$ cat src/rtl/serial_compare_ctrl.sv
// Serial magnitude compare of two WIDTH-bit operands, MSB digit pair first,
// using an external shared 2-bit equality comparator.
module serial_compare_ctrl #(
  parameter int WIDTH = 8
) (
  input  logic                          clk,
  input  logic                          reset,
  input  logic                          start,
  input  logic                          abort,
  input  logic [WIDTH-1:0]              a,
  input  logic [WIDTH-1:0]              b,
  output logic [1:0]                    cmp_a,
  output logic [1:0]                    cmp_b,
  input  logic                          cmp_eq,
  output logic                          busy,
  output logic                          done,
  output logic                          aeqb,
  output logic                          agtb,
  output logic                          altb,
  output logic [$clog2(WIDTH/2):0]      steps
);

  localparam int NDIG = WIDTH / 2;
  localparam int IW   = (NDIG > 1) ? $clog2(NDIG) : 1;
  localparam int SW   = $clog2(NDIG) + 1;

  localparam logic [1:0] S_IDLE = 2'd0;
  localparam logic [1:0] S_SCAN = 2'd1;
  localparam logic [1:0] S_DONE = 2'd2;

  logic [1:0]       state_q, state_d;
  logic [WIDTH-1:0] a_q, a_d;
  logic [WIDTH-1:0] b_q, b_d;
  logic [IW-1:0]    idx_q, idx_d;
  logic [SW-1:0]    cnt_q, cnt_d;
  logic [SW-1:0]    steps_q, steps_d;
  logic             eq_q, eq_d;
  logic             gt_q, gt_d;
  logic             lt_q, lt_d;
  logic             accept;

  assign cmp_a = a_q[{idx_q, 1'b0} +: 2];
  assign cmp_b = b_q[{idx_q, 1'b0} +: 2];
  assign busy  = (state_q == S_SCAN);
  assign done  = (state_q == S_DONE);
  assign aeqb  = eq_q;
  assign agtb  = gt_q;
  assign altb  = lt_q;
  assign steps = steps_q;

  assign accept = start &&
    (state_q == S_IDLE || state_q == S_DONE);

  always_comb begin
    state_d = state_q;
    a_d     = a_q;
    b_d     = b_q;
    idx_d   = idx_q;
    cnt_d   = cnt_q;
    steps_d = steps_q;
    eq_d    = eq_q;
    gt_d    = gt_q;
    lt_d    = lt_q;
    case (state_q)
      S_IDLE, S_DONE: begin
        if (accept) begin
          a_d     = a;
          b_d     = b;
          idx_d   = IW'(NDIG - 1);
          cnt_d   = '0;
          state_d = S_SCAN;
        end else begin
          state_d = S_IDLE;
        end
      end
      S_SCAN: begin
        // abort outranks any result this cycle would produce
        if (abort) begin
          state_d = S_IDLE;
        end else begin
          cnt_d = cnt_q + SW'(1);
          if (!cmp_eq) begin
            eq_d    = 1'b0;
            gt_d    = (cmp_a > cmp_b);
            lt_d    = !(cmp_a > cmp_b);
            steps_d = cnt_q + SW'(1);
            state_d = S_DONE;
          end else if (idx_q == '0) begin
            eq_d    = 1'b1;
            gt_d    = 1'b0;
            lt_d    = 1'b0;
            steps_d = cnt_q + SW'(1);
            state_d = S_DONE;
          end else begin
            idx_d = idx_q - IW'(1);
          end
        end
      end
      default: state_d = S_IDLE;
    endcase
  end

  always_ff @(posedge clk or posedge reset) begin
    if (reset) begin
      state_q <= S_IDLE;
      a_q     <= '0;
      b_q     <= '0;
      idx_q   <= '0;
      cnt_q   <= '0;
      steps_q <= '0;
      eq_q    <= 1'b0;
      gt_q    <= 1'b0;
      lt_q    <= 1'b0;
    end else begin
      state_q <= state_d;
      a_q     <= a_d;
      b_q     <= b_d;
      idx_q   <= idx_d;
      cnt_q   <= cnt_d;
      steps_q <= steps_d;
      eq_q    <= eq_d;
      gt_q    <= gt_d;
      lt_q    <= lt_d;
    end
  end

endmodule

$ cat config.mk
export PLATFORM = sky130hd
export DESIGN_NAME = serial_compare_ctrl
export DESIGN_NICKNAME = d
export VERILOG_FILES = /design/src/rtl/serial_compare_ctrl.sv
export SDC_FILE = /design/constraint.sdc
export NUM_CORES = 1
export LEC_CHECK = 0
export CORE_MARGIN = 4
export CORE_UTILIZATION = 48
export CTS_CLUSTER_DIAMETER = 80
export DETAILED_ROUTE_END_ITERATION = 8
export PLACE_DENSITY = 0.78
export SLEW_MARGIN = 10
export SYNTH_ARGS = -nofsm -noshare
export SYNTH_HDL_FRONTEND = slang
export SYNTH_SLANG_ARGS = --single-unit
$ cat constraint.sdc
create_clock -name clk -period 2.2 [get_ports clk]
set_clock_uncertainty 0.15 [all_clocks]
set_input_delay 0.44 -clock clk [delete_from_list [all_inputs] [get_ports clk]]
set_output_delay 0.44 -clock clk [all_outputs]
set_load 0.01 [all_outputs]
# Word level (Yosys, flattened, before mapping)
# Index checks and enable logic that the tools add are counted.
# op_classes
n_addsub	2
order_cmp	1
n_eq_ne	8
shift	2
mux	20
bitwise	1
n_reduce_logical	11
# ops
cell	n
$shiftx 8x4->2	2
$mux 2	7
$mux 3	4
$ne 2x2->1 const B	4
$pmux 2 s2	2
$mux 1	6
$pmux 3 s2	1
$reduce_and 3->1	2
$reduce_and 5->1	1
$logic_not 2->1	2
$ne 4x3->1 const B	1
$add 3x1->3 const B	1
$eq 2x1->1 const B	1
$eq 2x2->1 const B	1
$gt 2x2->1	1
$ne 2x1->1 const B	1
$reduce_and 2->1	1
$reduce_bool 2->1	1
$reduce_or 2->1	1
$sub 2x1->2 const B	1
$logic_and 1x1->1	1
$logic_not 1->1	1
$logic_or 1x1->1	1
$not 1->1	1
# totals
reg_bits	29
inputBits	21
out_inout_bits	12
wordCells	54

# Depth between registers and ports, before layout
# depth
word_depth	5
mapped_depth	7
depth_no_buf	6

# Worst setup path before layout
# No wires, ideal clock.
# synth_path
path_kind	reg2reg
from	register idx_q[0]
to	register lt_q, in the netlist altb
setup_time_ns	0.066
arrival_ns	1.798
t_required_ns	1.984
slack_ns	0.186
stages_incl_launch_ff	7
path_buffers	1
synth_period_minus_slack_ns	2.014
cell_sequence	dfrtp_1 buf_2 mux4_2 ha_1 nor2b_1 o21ai_0 a22o_1
# synth_via
elab_chain_len	4
elab_cells_between_ends	8
classes_between	1 x order compare; 1 x eq/ne; 2 x shift; 1 x mux; 3 x reduce/logical
# synth_lines
element	line_no	source
start, declared	34	logic [IW-1:0] idx_q, idx_d;
start signal, assigned	118	idx_q <= idx_d;
$shiftx 8x4->2	42	assign cmp_a = a_q[{idx_q, 1'b0} +: 2];
named net cmp_a[1]	12	output logic [1:0] cmp_a,
$gt 2x2->1	85	lt_d = !(cmp_a > cmp_b);
$logic_not 1->1	85	
$mux 1	82	if (!cmp_eq) begin
end signal, assigned	123	lt_q <= lt_d;
end, declared	39	logic lt_q, lt_d;
# The timed path passes the listed nets, and every way through them passes these cells.
# A chain may end at the register's enable or synchronous reset.

# Worst setup path in the final report
# layout_path
from	register idx_q[0]
to	output cmp_a[1]
# layout_via
elab_chain_len	1
# layout_lines
element	line_no
$shiftx 8x4->2	42
end, declared	12
# No other way between the ends.

==> qor.log <==
qor: floorplan.die_area 0.00370 mm^2
qor: run_status.failing_checks setup timing
qor: drt.detailedRoute.firstIterationViolations 17
qor: worst_setup_path.critical_path.cell_chain buf_6 -> buf_6 -> mux4_2 -> buf_6
qor: finish.layout_cell_share_with_drive_strength_beyond_1 0.168
qor: timing.report.final.setup_viol 1
qor: synth.postSynthRegisterBits 29
qor: finish.fin_nets 203
qor: drt.detail_route.wirelength 2.96 mm
qor: worst_setup_path.endpoint_kind primary output
qor: hold_path.hold_path_class input port to async pin
qor: place.count_of_input_and_output_buffers 32
qor: power_and_ir_drop.vdd.ir_drop.worst 648 uV
qor: drt.vias_per_cell 5.02
qor: run_status.result_of_the_run complete, but fails checks
qor: worst_setup_path.worstSetupStartpointType register
qor: floorplan.ios 33
qor: cts.clock_tree_sinks 29
qor: floorplan.die-width 60.9 um
qor: worst_setup_path.timing.reg2reg.setup_slack 0.02 ns
qor: synth.ys_async_sr_fraction 1.00
qor: worst_setup_path.criticalPathCategory register to primary output
qor: place.detailedPlacementHpwl 2.09 mm
qor: floorplan.initial_core_util 0.522
qor: cts.clock_latency 0.34 ns
qor: timing.slew_violations 0
qor: cts.htree_num_levels 2
qor: worst_setup_path.worst_ep_arrival_time 1.62 ns
qor: cts.holdBufCountCts 0
qor: synth.synth.cell_area 0.00134 mm^2
qor: synth.synth_flop_cell sky130_fd_sc_hd__dfrtp_1
qor: place.gpl.final_weighted_congestion 0.800
qor: synth.synth.yosys.warnings 0
qor: drt.wire_per_inst 14.2 um
qor: global_route.grt_overflow 0
qor: run.max-cap-violations 0
qor: synth.synth-edff-count 0
qor: synth.post_synth.cell_area_avg 10.0 um^2
qor: cts.cts_buffers 5
qor: finish.area_growth 35.3%
qor: power_and_ir_drop.power_dens_cells 814 mW/mm^2
qor: synth.post_synth_num_cell_types 27
qor: worst_setup_path.critical_path_required 1.61 ns
qor: drt.antenna_violating_nets_remaining 0
qor: cts.cts_buffer_depth 2
qor: synth.synth_area_leaders sky130_fd_sc_hd__dfrtp_1 (54%), sky130_fd_sc_hd__nand2_1 (15%), sky130_fd_sc_hd__mux4_2 (6.7%)
qor: synth.syn_inst 134
qor: timing.finalHoldViolations 0
qor: power_and_ir_drop.static-leakage-power 0.000925 uW
qor: synth.library_cell_with_the_largest_summed_area_after_synthesis sky130_fd_sc_hd__dfrtp_1
qor: timing.worst_pin_slew 0.361 ns
qor: worst_setup_path.r2r_cells 7
qor: worst_setup_path.critPathSlowestCell sky130_fd_sc_hd__mux4_2
qor: synth.synthDominantCellAreaShare 0.541
qor: global_route.grtUsageTotal 0.183
qor: cts.clkSlewWorstSetupHoldPaths 0.10 ns
qor: cts.clock-root-buffer sky130_fd_sc_hd__clkbuf_4
qor: finish.ant_diodes 0
qor: global_route.grt_pass1_vias 1077
qor: timing.final.setup.worst_slack -0.0110 ns
qor: worst_setup_path.timing.critical_path.fanout_max 3
qor: global_route.antenna_found_initial 0
qor: cts.cts_tree built
qor: drt.drt-pass1-iter-count 4
qor: worst_setup_path.r2r-start idx_q[0]$_DFFE_PP0P_
qor: global_route.grt_pass1_wl 4.80 mm
qor: timing.fin_crit 2.21 ns
qor: global_route.largest_net_degree_at_the_start_of_global_routing 30
qor: synth.synth_nets 159
qor: floorplan.floorplan.core_area 0.00257 mm^2
qor: finish.fillCellCount 198
qor: worst_setup_path.reg2reg_to agtb$_DFFE_PP0P_
qor: timing.fmax 452 MHz
qor: drt.drt_drc_violations_left 0
qor: timing.sum_neg_setup_slack -0.0110 ns
qor: floorplan.die_height 60.9 um
qor: floorplan.core.rowCount 18
qor: timing.rsz0062_at_grt true
qor: worst_setup_path.crit_top_cell sky130_fd_sc_hd__buf_6
qor: drt.vias 1049
qor: timing.min_period_over_period 1.01
qor: worst_setup_path.worst_path_largest_cell_delay 0.47 ns
qor: synth.synth.yosys.seq_area_share 0.541
qor: timing.timing.max_slew.rel_slack 0.759
qor: place.preCtsSetupSlack 0.0261 ns
-- cells by family after synthesis --
group	after synthesis	synth area share
buffers and inverters	12	0.0410
AND/OR/NAND/NOR	69	0.234
XOR/XNOR	1	0.00653
multiplexers	6	0.0830
flip-flops	29	0.541
AO/OA/AOI/OAI	13	0.0569
adder cells (fa/ha/maj)	4	0.0373
-- layer usage --
metal  wire [um]  up-vias  GRT usage
met5           0        -          0
met4          40        0     0.0712
met3         170        6     0.0787
met2        1460       24      0.290
met1        1290      492      0.220
li1            -      527          -
-- final cells by class --
| cell class | count | area [um^2] | area share |
|---|---|---|---|
| Clock inverter | 2 | 10.0 | 0.00552 |
| Multi-Input combinational cell | 93 | 573 | 0.316 |
| Inverter | 6 | 22.5 | 0.0124 |
| Clock buffer | 6 | 41.3 | 0.0228 |
| Tap cell | 30 | 37.5 | 0.0207 |
| Sequential cell | 29 | 727 | 0.401 |
| Timing Repair Buffer | 43 | 403 | 0.222 |
-- cell usage in the layout (no fill, tap or decap) --
master                            netlist  layout
sky130_fd_sc_hd__nand2_1               53      53
sky130_fd_sc_hd__dfrtp_1               29      28
sky130_fd_sc_hd__clkdlybuf4s50_1        0      28
sky130_fd_sc_hd__buf_4                  0       9
sky130_fd_sc_hd__inv_1                  6       6
sky130_fd_sc_hd__o21ai_0                7       6
sky130_fd_sc_hd__clkbuf_4               0       5
sky130_fd_sc_hd__mux4_2                 4       4
sky130_fd_sc_hd__buf_6                  1       4
sky130_fd_sc_hd__and2b_1                3       3
sky130_fd_sc_hd__ha_1                   4       3
sky130_fd_sc_hd__nand2b_1               2       2
sky130_fd_sc_hd__nor2b_1                2       2
sky130_fd_sc_hd__a31oi_1                2       2
sky130_fd_sc_hd__nand3_1                2       2
sky130_fd_sc_hd__nor2_1                 2       2
sky130_fd_sc_hd__clkinv_2               0       2
sky130_fd_sc_hd__nor3b_4                1       1
sky130_fd_sc_hd__and4_1                 1       1
sky130_fd_sc_hd__or3b_1                 1       1
sky130_fd_sc_hd__mux2_2                 1       1
sky130_fd_sc_hd__and3_1                 1       1
sky130_fd_sc_hd__o21ai_1                0       1
sky130_fd_sc_hd__a22o_1                 1       1
sky130_fd_sc_hd__o31ai_1                1       1
sky130_fd_sc_hd__a21oi_1                1       1
sky130_fd_sc_hd__xnor2_1                1       1
sky130_fd_sc_hd__mux2i_1                1       1
sky130_fd_sc_hd__nor3b_1                1       1
sky130_fd_sc_hd__a21o_1                 1       1
sky130_fd_sc_hd__ha_4                   0       1
sky130_fd_sc_hd__clkbuf_1               3       1
sky130_fd_sc_hd__dfrtp_2                0       1
sky130_fd_sc_hd__buf_2                  2       1
sky130_fd_sc_hd__clkbuf_2               0       1
-- registers in the layout, indices dropped and copies added, names as in the netlist --
| register | count |
|---|---|
| cnt_q | 3 |
| a_q | 8 |
| altb | 1 |
| agtb | 1 |
| idx_q | 2 |
| steps | 3 |
| b_q | 8 |
| state_q | 2 |
| aeqb | 1 |
-- worst max-delay path by stage --
stage                               from          endpoint  slack (ns)
CTS                 idx_q[0]$_DFFE_PP0P_          cmp_b[0]       -0.01
detailed placement  idx_q[0]$_DFFE_PP0P_          cmp_b[0]        0.03
finish              idx_q[0]$_DFFE_PP0P_          cmp_a[1]       -0.01
floorplan           idx_q[0]$_DFFE_PP0P_  altb$_DFFE_PP0P_        0.19
global placement    idx_q[0]$_DFFE_PP0P_          cmp_a[0]        0.04
global route        idx_q[0]$_DFFE_PP0P_  agtb$_DFFE_PP0P_       -0.06
-- what timing repair did --
| item | CTS | global route |
|---|---|---|
| gates resized for setup | 15 | 7 |
| setup buffers | 5 | 1 |
| setup endpoints to repair | 4 | 6 |
| pin swaps | 0 | 2 |
-- through the flow --
step,util,area (um^2),hold slack [ns],instances,total power (uW)
2_1_floorplan,-,1340,0.290,134,930
3_3_place_gp,0.664,1700,0.304,195,1130
3_5_place_dp,0.664,1700,0.316,195,1140
4_1_cts,0.700,1800,0.317,208,1470
5_1_grt,0.707,1810,0.334,209,1580
6_report,0.707,1810,0.309,209,1480
-- synth_stat cells, drive strengths merged, types with 2 or more instances --
library cell	n
nand3	2
ha	4
buf	3
o21ai	7
and2b	3
a31oi	2
clkbuf	3
dfrtp	29
nand2	53
inv	6
nand2b	2
nor2b	2
nor3b	2
mux4	4
nor2	2
-- power breakdown --
part           internal [uW]  switching (uW)  total [uW]
clock                    121             185         307
sequential               632            58.6         691
combinational            272             207         479
-- worst max-delay path, delay by kind of cell (launching register included) --
| kind | cells | cell delay [ns] |
|---|---|---|
| buffers and inverters | 3 | 0.37 |
| muxes | 1 | 0.47 |
| DFF | 1 | 0.44 |
(Power assumes the default switching activity.)
